$ cat config.mk
export PLATFORM = sky130hd
export DESIGN_NAME = cordic_engine
export DESIGN_NICKNAME = d
export VERILOG_FILES = /design/src/rtl/cordic_engine.sv
export SDC_FILE = /design/constraint.sdc
export NUM_CORES = 2
export LEC_CHECK = 0
export ABC_AREA = 1
export ABC_CLOCK_PERIOD_IN_PS = 11800
export CELL_PAD_IN_SITES_DETAIL_PLACEMENT = 1
export CELL_PAD_IN_SITES_GLOBAL_PLACEMENT = 1
export CORE_MARGIN = 2
export CORE_UTILIZATION = 40
export CTS_CLUSTER_SIZE = 30
export DETAILED_ROUTE_END_ITERATION = 12
export DONT_BUFFER_PORTS = 1
export PLACE_DENSITY = 0.66
export RECOVER_POWER = 25
export SYNTH_ARGS = -nofsm -noshare
export SYNTH_HDL_FRONTEND = slang
export SYNTH_SLANG_ARGS = --single-unit
$ cat constraint.sdc
create_clock -name clock -period 11.8 [get_ports clock]
set_input_delay 2.36 -clock clock [delete_from_list [all_inputs] [get_ports clock]]
set_output_delay 2.36 -clock clock [all_outputs]
set_load 0.01 [all_outputs]
$ cat src/rtl/cordic_engine.sv
// Iterative CORDIC engine: rotation and vectoring modes, quadrant pre-rotation,
// gain compensation and valid/ready handshakes. One micro-rotation per cycle.
module cordic_engine #(
  parameter int unsigned WIDTH   = 16,
  parameter int unsigned ANGLE_W = 16,
  parameter int unsigned ITER    = 14
) (
  input  logic                     clock,
  input  logic                     reset,
  input  logic                     in_valid,
  output logic                     in_ready,
  input  logic                     mode,
  input  logic signed [WIDTH-1:0]  x_in,
  input  logic signed [WIDTH-1:0]  y_in,
  input  logic signed [ANGLE_W-1:0] z_in,
  output logic                     out_valid,
  input  logic                     out_ready,
  output logic signed [WIDTH-1:0]  x_out,
  output logic signed [WIDTH-1:0]  y_out,
  output logic signed [ANGLE_W-1:0] z_out
);

  localparam int unsigned IW = WIDTH + 2;
  localparam int unsigned CW = $clog2(ITER);
  localparam int unsigned PW = IW + 33;
  localparam int unsigned SH = 32 - ANGLE_W;

  localparam logic [32:0] ATAN_RND = (33'd1 << SH) >> 1;
  localparam logic [31:0] K_GAIN   = 32'd2608131496;
  localparam logic [CW-1:0] LAST   = CW'(ITER - 1);
  localparam logic signed [ANGLE_W-1:0] HALF = {1'b1, {(ANGLE_W-1){1'b0}}};

  localparam logic [1:0] IDLE    = 2'd0;
  localparam logic [1:0] ITERATE = 2'd1;
  localparam logic [1:0] SCALE   = 2'd2;
  localparam logic [1:0] HOLD    = 2'd3;

  // atan(2^-i) with 2^32 = one full turn
  function automatic logic [31:0] atan32(input logic [4:0] idx);
    logic [31:0] r;
    case (idx)
      5'd0:  r = 32'd536870912;
      5'd1:  r = 32'd316933406;
      5'd2:  r = 32'd167458907;
      5'd3:  r = 32'd85004756;
      5'd4:  r = 32'd42667331;
      5'd5:  r = 32'd21354465;
      5'd6:  r = 32'd10679838;
      5'd7:  r = 32'd5340245;
      5'd8:  r = 32'd2670163;
      5'd9:  r = 32'd1335087;
      5'd10: r = 32'd667544;
      5'd11: r = 32'd333772;
      5'd12: r = 32'd166886;
      5'd13: r = 32'd83443;
      5'd14: r = 32'd41722;
      5'd15: r = 32'd20861;
      5'd16: r = 32'd10430;
      5'd17: r = 32'd5215;
      5'd18: r = 32'd2608;
      5'd19: r = 32'd1304;
      5'd20: r = 32'd652;
      5'd21: r = 32'd326;
      5'd22: r = 32'd163;
      5'd23: r = 32'd81;
      default: r = 32'd0;
    endcase
    return r;
  endfunction

  // Negation that maps the most negative value to the most positive one.
  function automatic logic signed [IW-1:0] neg_sat(input logic signed [WIDTH-1:0] v);
    logic signed [WIDTH-1:0] r;
    if (v == {1'b1, {(WIDTH-1){1'b0}}}) r = {1'b0, {(WIDTH-1){1'b1}}};
    else                                 r = -v;
    return {{2{r[WIDTH-1]}}, r};
  endfunction

  function automatic logic signed [WIDTH-1:0] sat(input logic [IW:0] v);
    logic signed [WIDTH-1:0] r;
    if ((&v[IW:WIDTH-1]) || (~|v[IW:WIDTH-1])) r = v[WIDTH-1:0];
    else if (v[IW])                            r = {1'b1, {(WIDTH-1){1'b0}}};
    else                                       r = {1'b0, {(WIDTH-1){1'b1}}};
    return r;
  endfunction

  logic [1:0]                state_q;
  logic                      mode_q;
  logic signed [IW-1:0]      x_q, y_q;
  logic signed [ANGLE_W-1:0] z_q;
  logic [CW-1:0]             iter_q;
  logic                      out_valid_q;
  logic signed [WIDTH-1:0]   x_out_q, y_out_q;
  logic signed [ANGLE_W-1:0] z_out_q;

  logic signed [IW-1:0]      x_pre, y_pre, x_nxt, y_nxt, x_sh, y_sh;
  logic signed [ANGLE_W-1:0] z_pre, z_nxt, atan_i;
  logic [32:0]               atan_sum;
  logic                      dir_pos;
  logic [PW-1:0]             x_prod, y_prod;
  logic signed [WIDTH-1:0]   x_scaled, y_scaled;
  logic                      unused_bits;

  assign in_ready  = (state_q == IDLE);
  assign out_valid = out_valid_q;
  assign x_out     = x_out_q;
  assign y_out     = y_out_q;
  assign z_out     = z_out_q;

  // Quadrant pre-rotation so the micro-rotations only need to cover +/-90 deg.
  always_comb begin
    x_pre = {{2{x_in[WIDTH-1]}}, x_in};
    y_pre = {{2{y_in[WIDTH-1]}}, y_in};
    z_pre = z_in;
    if (!mode) begin
      if (z_in[ANGLE_W-1] ^ z_in[ANGLE_W-2]) begin
        x_pre = neg_sat(x_in);
        y_pre = neg_sat(y_in);
        z_pre = z_in + HALF;
      end
    end else begin
      z_pre = '0;
      if (x_in[WIDTH-1]) begin
        x_pre = neg_sat(x_in);
        y_pre = neg_sat(y_in);
        z_pre = HALF;
      end
    end
  end

  always_comb begin
    atan_sum = {1'b0, atan32(5'(iter_q))} + ATAN_RND;
    atan_i   = atan_sum[31:SH];
    x_sh     = x_q >>> iter_q;
    y_sh     = y_q >>> iter_q;
    dir_pos  = mode_q ? y_q[IW-1] : ~z_q[ANGLE_W-1];
    if (dir_pos) begin
      x_nxt = x_q - y_sh;
      y_nxt = y_q + x_sh;
      z_nxt = z_q - atan_i;
    end else begin
      x_nxt = x_q + y_sh;
      y_nxt = y_q - x_sh;
      z_nxt = z_q + atan_i;
    end
  end

  // Gain compensation: (v * K + 2^31) >>> 32 with K in Q0.32.
  always_comb begin
    x_prod   = {{33{x_q[IW-1]}}, x_q} * {{(IW+1){1'b0}}, K_GAIN};
    y_prod   = {{33{y_q[IW-1]}}, y_q} * {{(IW+1){1'b0}}, K_GAIN};
    x_prod   = x_prod + (PW'(1) << 31);
    y_prod   = y_prod + (PW'(1) << 31);
    x_scaled = sat(x_prod[PW-1:32]);
    y_scaled = sat(y_prod[PW-1:32]);
  end

  assign unused_bits = ^{x_prod, y_prod, atan_sum};

  always_ff @(posedge clock or negedge reset) begin
    if (!reset) begin
      state_q     <= IDLE;
      mode_q      <= 1'b0;
      x_q         <= '0;
      y_q         <= '0;
      z_q         <= '0;
      iter_q      <= '0;
      out_valid_q <= 1'b0;
      x_out_q     <= '0;
      y_out_q     <= '0;
      z_out_q     <= '0;
    end else begin
      case (state_q)
        IDLE: begin
          if (in_valid) begin
            mode_q  <= mode;
            x_q     <= x_pre;
            y_q     <= y_pre;
            z_q     <= z_pre;
            iter_q  <= '0;
            state_q <= ITERATE;
          end
        end
        ITERATE: begin
          x_q    <= x_nxt;
          y_q    <= y_nxt;
          z_q    <= z_nxt;
          iter_q <= iter_q + CW'(1);
          if (iter_q == LAST) state_q <= SCALE;
        end
        SCALE: begin
          x_out_q     <= x_scaled;
          y_out_q     <= y_scaled;
          z_out_q     <= z_q;
          out_valid_q <= 1'b1;
          state_q     <= HOLD;
        end
        default: begin
          if (out_ready) begin
            out_valid_q <= 1'b0;
            state_q     <= IDLE;
          end
        end
      endcase
    end
  end

endmodule

==> metrics.cfg <==
[cts]
cts_buffers = 9
cts_sinks = 108
cts-hold-fix-buffers = 0
cts_setup_buffers = 0
cts_root_buffer = clkbuf_16
clk_pin_slew_ps = 90
h-tree-depth = 3
cts-resized-gates = 0
clk_latency_ps = 440
cts_tree = done
clockBufferDepth = 2

[synthesis]
synth.mux.area_fraction = 0.00398
synth_adder_area_share = 0.481
synth_edf_count = 0
synth-async-reset-ratio = 1.00
yosysTopAreaCellShare = 0.309
syn_nets = 6597
synth-seq-area-share = 0.0672
synth_xor_area_frac = 0.0320
synth-main-ff-cell = dfrtp_1
synth_top_family_by_area = adder cells
synth.top_cells.by_area = fa_1 31%, ha_1 17%, inv_1 14%
synth_compound_area_frac = 0.0669
yosys.area.top_type = fa_1
ys_warn_count = 0
synth_cell_type_count = 59
yosys.area_share.simple = 0.202
yosys_register_bits = 108
synthCells = 5370
synth_area_sq_um = 40200
synth_area_per_cell_sq_um = 7.49

[drt]
dr.first_iter.drc_count = 1821
routed-via-count = 33100
viasPerCell = 4.99
drc = 0
wl_per_cell_um = 19.8
ant_nets = 0
wirelength_mm = 132
dr.pass1.iters = 5

[finish]
syn_to_final_growth_pct = 4.46
diodes = 0
drive_above_1_share = 0.0408
fillers = 12500
final_nets = 6566

[setup_path]
cp.arrival_ps = 9170
crit_path_start_kind = register
crit_top_cell = fa_1
max_stage_delay_ps = 810
crit_type = register to register
cp_slowest_cell = dfrtp_1
crit_path_end_kind = register
crit_path_max_fanout = 15
crit_required_ps = 12090

[run]
maxCapViolCount = 1

[die]
initial_core_util = 0.403
dieWidth_um = 321
dieArea_sq_um = 103000
rows = 116
die_h_um = 321
coreArea_sq_um = 99900
ioPinCount = 103

[sta]
fin_crit_ps = 8870
fin_setup_tns_ps = 0
rsz0062_at_grt = false
tightestPinTransition_ps = 2870
finalHoldViolCount = 0
fmax_ghz = 0.113
finalCritPeriodShare = 0.752
setup_viol_count_final = 0
fin_skew_ps = 24.1
slew_violations = 48
maxSlewHeadroom = -0.916

[place]
hpwl_mm = 116
gp_congestion = 0.939
io_buffers = 0

[global_route]
grt_pass1_wl_mm = 210
grt_start_max_net_pins = 109
grt_usage = 0.265
first_global_vias = 36600
grt-ovfl-total = 0
antenna_found_initial = 3

[run_status]
outcome = finished with violations
violations = max-capacitance violations, max-slew violations

[min_path]
hold_class = register to register

worst paths after layout:
check,startpoint,endpoint,slack [ps],cells past startpoint
setup / recovery,x_q[7],x_out[4],2930,30
hold / removal,x_q[1],x_q[1],500,2
setup reg to reg,x_q[7],x_out[4],2930,30
hold reg to reg,x_q[1],x_q[1],500,2
max in group asynchronous,reset,y_q[10],9820,0
min in group asynchronous,reset,y_out[6],1620,0
logic make-up after synthesis:
| family | after synthesis |
|---|---|
| compound gates | 474 |
| xor+xnor | 147 |
| fa+ha+maj | 1174 |
| buf+inv | 1546 |
| flops | 108 |
| mux | 16 |
| simple gates | 1905 |
Yosys cell counts (40+ instances only):
cell        n
a21oi_1   188
dfrtp_1   108
fa_1      621
ha_1      553
inv_1    1465
nand2_1  1176
nand2_2    40
nand3_1   174
nor2_1    339
o21ai_0   166
xnor2_1    46
xor2_1    101
per-stage QoR:
| stage | hold slack (ps) | util | std cells | area, sq um | worst slack (ps) |
|---|---|---|---|---|---|
| detailed placement | 477 | 0.418 | 6626 | 41700 | 2970 |
| finish | 497 | 0.421 | 6642 | 42000 | 2930 |
| global placement | 467 | 0.418 | 6626 | 41700 | 3040 |
| floorplan | 477 | - | 5370 | 40200 | 2690 |
| CTS | 500 | 0.421 | 6642 | 42000 | 2910 |
| global route | 556 | 0.421 | 6642 | 42000 | 2400 |
cells in the final DEF, fill, tap and decap left out, drive strengths merged, types with 46 or more instances in the layout:
cell type / count
a21oi: 212
dfrtp: 108
fa: 621
ha: 553
inv: 1480
nand2: 1223
nand3: 193
nor2: 387
o21ai: 173
xnor2: 46
xor2: 101
layer usage:
metal,vias to the layer above,global-route usage,wire length [um]
met1,16500,0.373,64000
met2,539,0.441,60700
met4,0,0.0487,2190
met5,-,0,0
li1,16000,-,-
met3,101,0.0288,4790
final cells by class:
type                            count  area (sq um)  share of cell area
Clock buffer                        9           225             0.00536
Clock inverter                      7           110             0.00262
Inverter                         1479          5550               0.132
Multi-Input combinational cell   3716         31600               0.753
Sequential cell                   108          2710              0.0644
Tap cell                         1298          1620              0.0386
Timing Repair Buffer               25           184             0.00438
flip-flops by register name, indices dropped and copies added (netlist names):
signal     cells
z_q           16
state_q        2
y_out         16
y_q           18
x_out         16
mode_q         1
out_valid      1
z_out         16
x_q           18
iter_q         4
worst max-delay path: cells and delay by family (launching register included):
family	cells	cell delay [ps]
compound gates	2	210
xor+xnor	1	450
simple gates	13	1890
buf+inv	5	820
flops	1	810
fa+ha+maj	9	4540
Power is left out: the tool's default activity adds up to more than one toggle a clock period on the data nets, which glitch-free logic cannot reach.
